**src/rtl/tick_divider_bank.sv**
```systemverilog
// Multi-channel programmable clock-enable divider with staged divisor writes and common restart.
// Optional toggle outputs are compiled in with `define TICK_DIVIDER_BANK_TOGGLE_EN.
module tick_divider_bank #(
  parameter int unsigned CHANNELS    = 4,
  parameter int unsigned WIDTH       = 24,
  parameter int unsigned DEFAULT_DIV = 3300000
) (
  input  logic                                              clk,
  input  logic                                              rst_n,
  input  logic                                              tick_in,
  input  logic                                              sync,
  input  logic [CHANNELS-1:0]                               ch_en,
  input  logic                                              wr_en,
  input  logic [((CHANNELS > 1) ? $clog2(CHANNELS) : 1)-1:0] wr_chan,
  input  logic [WIDTH-1:0]                                  wr_div,
  input  logic                                              wr_mode,
  output logic [CHANNELS-1:0]                               tick_out,
  output logic [CHANNELS-1:0]                               level_out,
  output logic [CHANNELS-1:0]                               pending
);

  localparam int unsigned      CW      = (CHANNELS > 1) ? $clog2(CHANNELS) : 1;
  localparam logic [WIDTH-1:0] DIV_RST = WIDTH'(DEFAULT_DIV);

  logic                wr_ok;
  logic [CHANNELS-1:0] wr_hit;
  logic [CHANNELS-1:0] term;

  assign wr_ok = wr_en && (32'(wr_chan) < CHANNELS);

  for (genvar i = 0; i < CHANNELS; i++) begin : g_ch
    logic [WIDTH-1:0] cnt;
    logic [WIDTH-1:0] div_act;
    logic [WIDTH-1:0] div_shadow;
    logic [WIDTH-1:0] div_stage;
    logic             tick_q;
    logic             pend_q;

    assign wr_hit[i]  = wr_ok && (wr_chan == CW'(i));
    assign term[i]    = tick_in && ch_en[i] && (cnt == div_act);
    // A write arriving this cycle is visible to a same-cycle apply via sync or disable
    assign div_stage  = wr_hit[i] ? wr_div : div_shadow;

    always_ff @(posedge clk or negedge rst_n) begin
      if (!rst_n) begin
        cnt        <= '0;
        div_act    <= DIV_RST;
        div_shadow <= DIV_RST;
        tick_q     <= 1'b0;
        pend_q     <= 1'b0;
      end else begin
        tick_q     <= 1'b0;
        div_shadow <= div_stage;
        if (sync || !ch_en[i]) begin
          if (sync) cnt <= '0;
          div_act <= div_stage;
          pend_q  <= 1'b0;
        end else begin
          if (wr_hit[i]) pend_q <= 1'b1;
          if (tick_in) begin
            if (cnt == div_act) begin
              // Terminal applies only what was staged before this cycle
              cnt     <= '0;
              tick_q  <= 1'b1;
              div_act <= div_shadow;
              if (!wr_hit[i]) pend_q <= 1'b0;
            end else begin
              cnt <= cnt + WIDTH'(1);
            end
          end
        end
      end
    end

    assign tick_out[i] = tick_q;
    assign pending[i]  = pend_q;
  end

`ifdef TICK_DIVIDER_BANK_TOGGLE_EN
  for (genvar i = 0; i < CHANNELS; i++) begin : g_tog
    logic mode_shadow;
    logic mode_act;
    logic mode_stage;
    logic lvl;

    assign mode_stage = wr_hit[i] ? wr_mode : mode_shadow;

    always_ff @(posedge clk or negedge rst_n) begin
      if (!rst_n) begin
        mode_shadow <= 1'b0;
        mode_act    <= 1'b0;
        lvl         <= 1'b0;
      end else begin
        mode_shadow <= mode_stage;
        if (sync) begin
          lvl      <= 1'b0;
          mode_act <= mode_stage;
        end else if (!ch_en[i]) begin
          mode_act <= mode_stage;
        end else if (term[i]) begin
          if (mode_act) lvl <= ~lvl;
          mode_act <= mode_shadow;
        end
      end
    end

    assign level_out[i] = lvl;
  end
`else
  logic unused_wr_mode;
  assign unused_wr_mode = wr_mode;
  assign level_out      = '0;
`endif

endmodule
```
**config.mk**
```make
export PLATFORM = sky130hd
export DESIGN_NAME = tick_divider_bank
export DESIGN_NICKNAME = d
export VERILOG_FILES = /design/src/rtl/tick_divider_bank.sv
export SDC_FILE = /design/constraint.sdc
export NUM_CORES = 1
export LEC_CHECK = 0
export CAP_MARGIN = 20
export CORE_MARGIN = 5
export CORE_UTILIZATION = 57
export DETAILED_ROUTE_END_ITERATION = 7
export GPL_ROUTABILITY_DRIVEN = 0
export PLACE_DENSITY = 0.82
export SKIP_CTS_REPAIR_TIMING = 1
export SLEW_MARGIN = 30
export SYNTH_ARGS = -nofsm -noshare
export SYNTH_HDL_FRONTEND = slang
export SYNTH_SLANG_ARGS = --single-unit
```
**constraint.sdc**
```tcl
create_clock -name clk -period 3.2 [get_ports clk]
set_clock_uncertainty 0.1 [all_clocks]
set_input_delay 0.48 -clock clk [delete_from_list [all_inputs] [get_ports clk]]
set_output_delay 0.48 -clock clk [all_outputs]
set_load 0.005 [all_outputs]
```
Word-level counts from Yosys, hierarchy flattened
Cells that the tools add are included.
{ "totals": {"wordCells": 125, "in_bits": 36, "output_inout_bits": 12, "latchBits": 0, "romBits": 0, "n_memories": 0, "ff_bits": 296, "mem_bits_rw": 0} }
{ "classes": {"n_reduce_logical": 29, "order_cmp": 0, "shift": 0, "n_addsub": 4, "n_bitwise": 0, "n_eq_ne": 11, "mul": 0, "muxes": 61, "div": 0} }
{ "ops": {"columns": ["cell", "count"], "rows": [
  ["two-way mux 24 bit", 29],
  ["adder 24 x 1 -> 24 bit, second input constant", 4],
  ["equality test 24 bit", 4],
  ["two-way mux 1 bit", 32],
  ["AND reduction 2 bit", 8],
  ["nonzero test 2 bit", 8],
  ["!= test 2 bit, second input constant", 4],
  ["equality test 2 bit, second input constant", 2],
  ["logical AND 1 bit", 4],
  ["logical NOT 1 bit", 4],
  ["logical OR 1 bit", 4],
  ["equality test 2 x 1 -> 1 bit, second input constant", 1],
  ["logical NOT 2 bit", 1]
]} }

Depth between registers and ports, before layout
{ "logic_depth": {"word_depth": 7, "depth_mapped": 10, "ltp_nobuf": 7} }

Least setup slack after synthesis
Ideal clock, no wire load.
{ "synth_path": {"kind": "register to register", "start": "reg g_ch[0].cnt[0]", "end": "reg g_ch[0].cnt[20]", "n_path_buf": 0, "path_slack_ns": 0.860, "path_stages_with_launch": 8, "setup_ns": 0.064, "required_ns": 3.036, "synth_period_minus_slack_ns": 2.340, "arrival_ns": 2.176, "path_cell_list": "dfrtp_1 > ha_1 > and4_1 > or3b_4 > or4_4 > or3_1 > a21oi_1 > a21o_1"} }
{ "synth_via": {"elab_chain_cells": 4, "elab_cells_between_ends": 5, "classes_between": "add/sub: 1; eq/ne: 1; mux: 3"} }
{ "synth_lines": {"columns": ["element", "line", "source"], "rows": [
  ["from (decl)", "32", "logic [WIDTH-1:0] cnt;"],
  ["from (signal assigned)", "68", "cnt <= cnt + WIDTH'(1);"],
  ["adder 24 x 1 -> 24 bit or equality test 24 bit (tied branches)", "68, 61", null],
  ["two-way mux 24 bit (*)", "61", "if (cnt == div_act) begin"],
  ["two-way mux 24 bit (*)", "60", "if (tick_in) begin"],
  ["two-way mux 24 bit (*)", "54", "if (sync || !ch_en[i]) begin"]
]} }
Mark *: on every way between the ends. The rest lies on a longest branch, timed or not. The select of a mux whose other input is x is not followed.
A chain may end at the register's enable or synchronous reset.

Worst setup path after layout
{ "layout_path": {"start": "reg g_ch[2].div_act[11]", "end": "reg g_ch[2].div_act[1]"} }
{ "layout_via": {"elab_chain_cells": 3} }
{ "layout_lines": {"columns": ["element", "line", "source"], "rows": [
  ["from (decl)", "33", "logic [WIDTH-1:0] div_act;"],
  ["from (signal assigned)", "56", "div_act <= div_stage;"],
  ["from (signal assigned)", "65", "div_act <= div_shadow;"],
  ["equality test 24 bit", "61", null],
  ["nonzero test 2 bit (no source line)", null, null],
  ["AND reduction 2 bit (no source line)", null, null]
]} }
No other way between the ends.

==> results.json <==
{
  "status": "complete, no violations",
  "synth_area_leader_cell": "dfrtp_1",
  "drv_cap": 0,
  "grt_pass1_wl_mm": 55.4,
  "synth_cells": 1297,
  "grt_pass1_vias": 10208,
  "power.leakage_nw": 7.61,
  "synth_area_leaders": "dfrtp_1 38%, dfstp_2 13%, mux2i_1 9.8%",
  "layout-drive-gt1-share_pct": 20.1,
  "htreeDepth": 1,
  "post-route-drc-count": 0,
  "clk_pin_slew_ns": 0.06,
  "tns_ns": 0,
  "place_area_sq_mm": 0.0156,
  "max_freq_mhz": 379,
  "worstPathArrival_ns": 3.01,
  "timing.rr.end": "g_ch[2].div_act[1]",
  "die_h_um": 171,
  "min_period_ns": 2.64,
  "synthFlopType": "dfrtp_1",
  "synth_most_common_cell": "dfrtp_1",
  "critPathRequiredTime_ns": 3.57,
  "track_usage_pct": 23.8,
  "tightest_slew_ns": 0.747,
  "yosysSeqAreaShare_pct": 50.8,
  "slew_viol_final": 0,
  "core_sq_mm": 0.0253,
  "fin_nets": 1377,
  "yosysUniqueCellTypes": 68,
  "cts_buffer_depth": 3,
  "dp_hpwl_mm": 22.8,
  "maxSlewHeadroom_pct": 50.1,
  "synth_area_per_cell_sq_um": 11.4,
  "grt_max_degree": 91,
  "hold_viol_final": 0,
  "slowest_delay_ns": 0.56,
  "fin_area_sq_mm": 0.0166,
  "crit_path_max_fanout": 15,
  "yosys-top-cells-count": "224 x dfrtp_1, 144 x mux2i_1, 96 x mux2_2",
  "cp_cell_sequence": "xnor2_1 -> nand4_1 -> nor4_1 -> and2_1 -> nor3b_2 -> buf_4 -> mux2i_1",
  "p_per_area_mw_per_mm2": 587,
  "r2r_setup_slack_ns": 0.56,
  "final_util_pct": 65.6,
  "grt.overflow.total": 0,
  "ys_warn_count": 0,
  "rsz0062_at_grt": "no",
  "synth_top_area_share_pct": 38.0,
  "synth_edf_count": 0,
  "die_w_um": 171,
  "cts.sinks": 296,
  "antenna_found_initial": 0,
  "startpoint_type": "flop",
  "start_util_pct": 58.3,
  "reg2reg_from": "g_ch[2].div_act[11]",
  "route.vias.total": 10062,
  "post_drt_wl_per_cell_um": 20.2,
  "cts_root_buf": "clkbuf_16",
  "hold_class": "in -> async",
  "critPathLaunch": "g_ch[2].div_act[11]",
  "ys_async_sr_fraction_pct": 100,
  "syn_area_sq_mm": 0.0148,
  "io_buffers": 42,
  "crit_type": "reg -> reg",
  "syn_to_final_growth_pct": 12.6,
  "ioPinCount": 48,
  "reg2regPathDepth": 7,
  "ant_nets": 0,
  "first_iter_violations": 700,
  "die-area_sq_mm": 0.0292,
  "setup_viol": 0,
  "rows": 58,
  "ys_ff_latch": 296,
  "clock_latency_ns": 0.56,
  "cts_tree": "built",
  "numCtsBuffers": 31,
  "cpMaxStageDelayCell": "dfstp_2",
  "post-route-period-util_pct": 82.5,
  "dr.pass1.iters": 5,
  "end_kind": "flop",
  "drt-total-wl_mm": 34.3,
  "crit_path_end": "g_ch[2].div_act[1]",
  "viasPerCell": 5.94,
  "peakVddDrop_mv": 0.487
}
state kept, by name, indices dropped and copies added, names as in the netlist:
| register | flops |
|---|---|
| g_ch.div_shadow | 96 |
| g_ch.cnt | 96 |
| g_ch.div_act | 96 |
| g_ch.tick_q | 4 |
| g_ch.pend_q | 4 |
worst max-delay path, delay by kind of cell (launching register included):
| kind | cells | cell delay, ns |
|---|---|---|
| xor gates and xnor gates | 1 | 0.14 |
| buffers and inverters | 1 | 0.31 |
| DFF | 1 | 0.56 |
| muxes | 1 | 0.27 |
| and+or+nand+nor | 4 | 1.17 |
report_power, final:
group | internal [W] | total, W | switching, W | leakage, nW
sequential | 0.00438 | 0.00474 | 0.000363 | 3.63
combinational | 0.000689 | 0.00138 | 0.000688 | 3.46
clock | 0.00216 | 0.00363 | 0.00147 | 0.513
total | 0.00723 | 0.00975 | 0.00252 | 7.61
cells by family (layout without fill, tap and decap cells):
logic type	Yosys count	in the layout	share of synthesized area, %
multiplexers	240	240	17.1
AND/OR/NAND/NOR	312	312	11.2
AO/OA/AOI/OAI	129	129	6.67
adder cells (fa/ha/maj)	4	4	0.339
buffers and inverters	160	221	4.63
flip-flops	296	296	50.8
XOR/XNOR	155	155	9.20
other	1	6	0.0254
worst min path at each step:
stage                             end  slack [ns]
2_1_floorplan          g_ch[0].cnt[0]        0.08
3_3_place_gp   g_ch[2].div_shadow[15]        0.30
3_5_place_dp   g_ch[2].div_shadow[15]        0.31
4_1_cts        g_ch[2].div_shadow[15]       -0.29
5_1_grt        g_ch[2].div_shadow[15]        0.34
6_report       g_ch[2].div_shadow[15]        0.31
cell type report:
class	instances	area, sq um
Antenna cell	2	5.00
Sequential cell	296	7500
Clock buffer	45	888
Timing Repair Buffer	79	743
Clock inverter	12	139
Tap cell	330	413
Multi-Input combinational cell	844	6610
Fill cell	1860	8710
Inverter	85	319
stage by stage:
| stage | setup slack (ns) | hold WS (ns) | power, W | std cells |
|---|---|---|---|---|
| 2_1_floorplan | 0.860 | 0.0844 | 0.00564 | 1300 |
| 6_report | 0.560 | 0.311 | 0.00975 | 1693 |
| 3_3_place_gp | 0.362 | 0.301 | 0.00604 | 1633 |
| 3_5_place_dp | 0.324 | 0.308 | 0.00615 | 1633 |
| 4_1_cts | 0.622 | -0.285 | 0.00980 | 1690 |
| 5_1_grt | 0.487 | 0.338 | 0.0102 | 1691 |
layout by cell type (no fill, tap or decap), types with 18 or more instances in the layout:
cell type	synthesis	final
dfstp_2	72	72
clkbuf_16	0	31
clkdlybuf4s50_1	0	41
nand2_1	57	57
xor2_1	60	60
buf_4	12	33
nand4_1	39	39
nand3_1	37	37
a21boi_0	24	24
nor2_1	77	77
mux2_2	96	96
nor3_1	18	18
xnor2_1	95	95
o21ai_0	19	19
mux2i_1	144	144
dfrtp_1	224	224
inv_1	85	85
a221o_1	26	26
routing by layer:
metal / GRT usage, % / up-vias / wire length [um]
met1: 34.0 / 5102 / 14900
met4: 7.51 / 0 / 1070
met3: 3.26 / 62 / 2020
met5: 0 / - / 0
met2: 38.2 / 312 / 16300
li1: - / 4586 / -
Power figures use the tool's default switching activity.
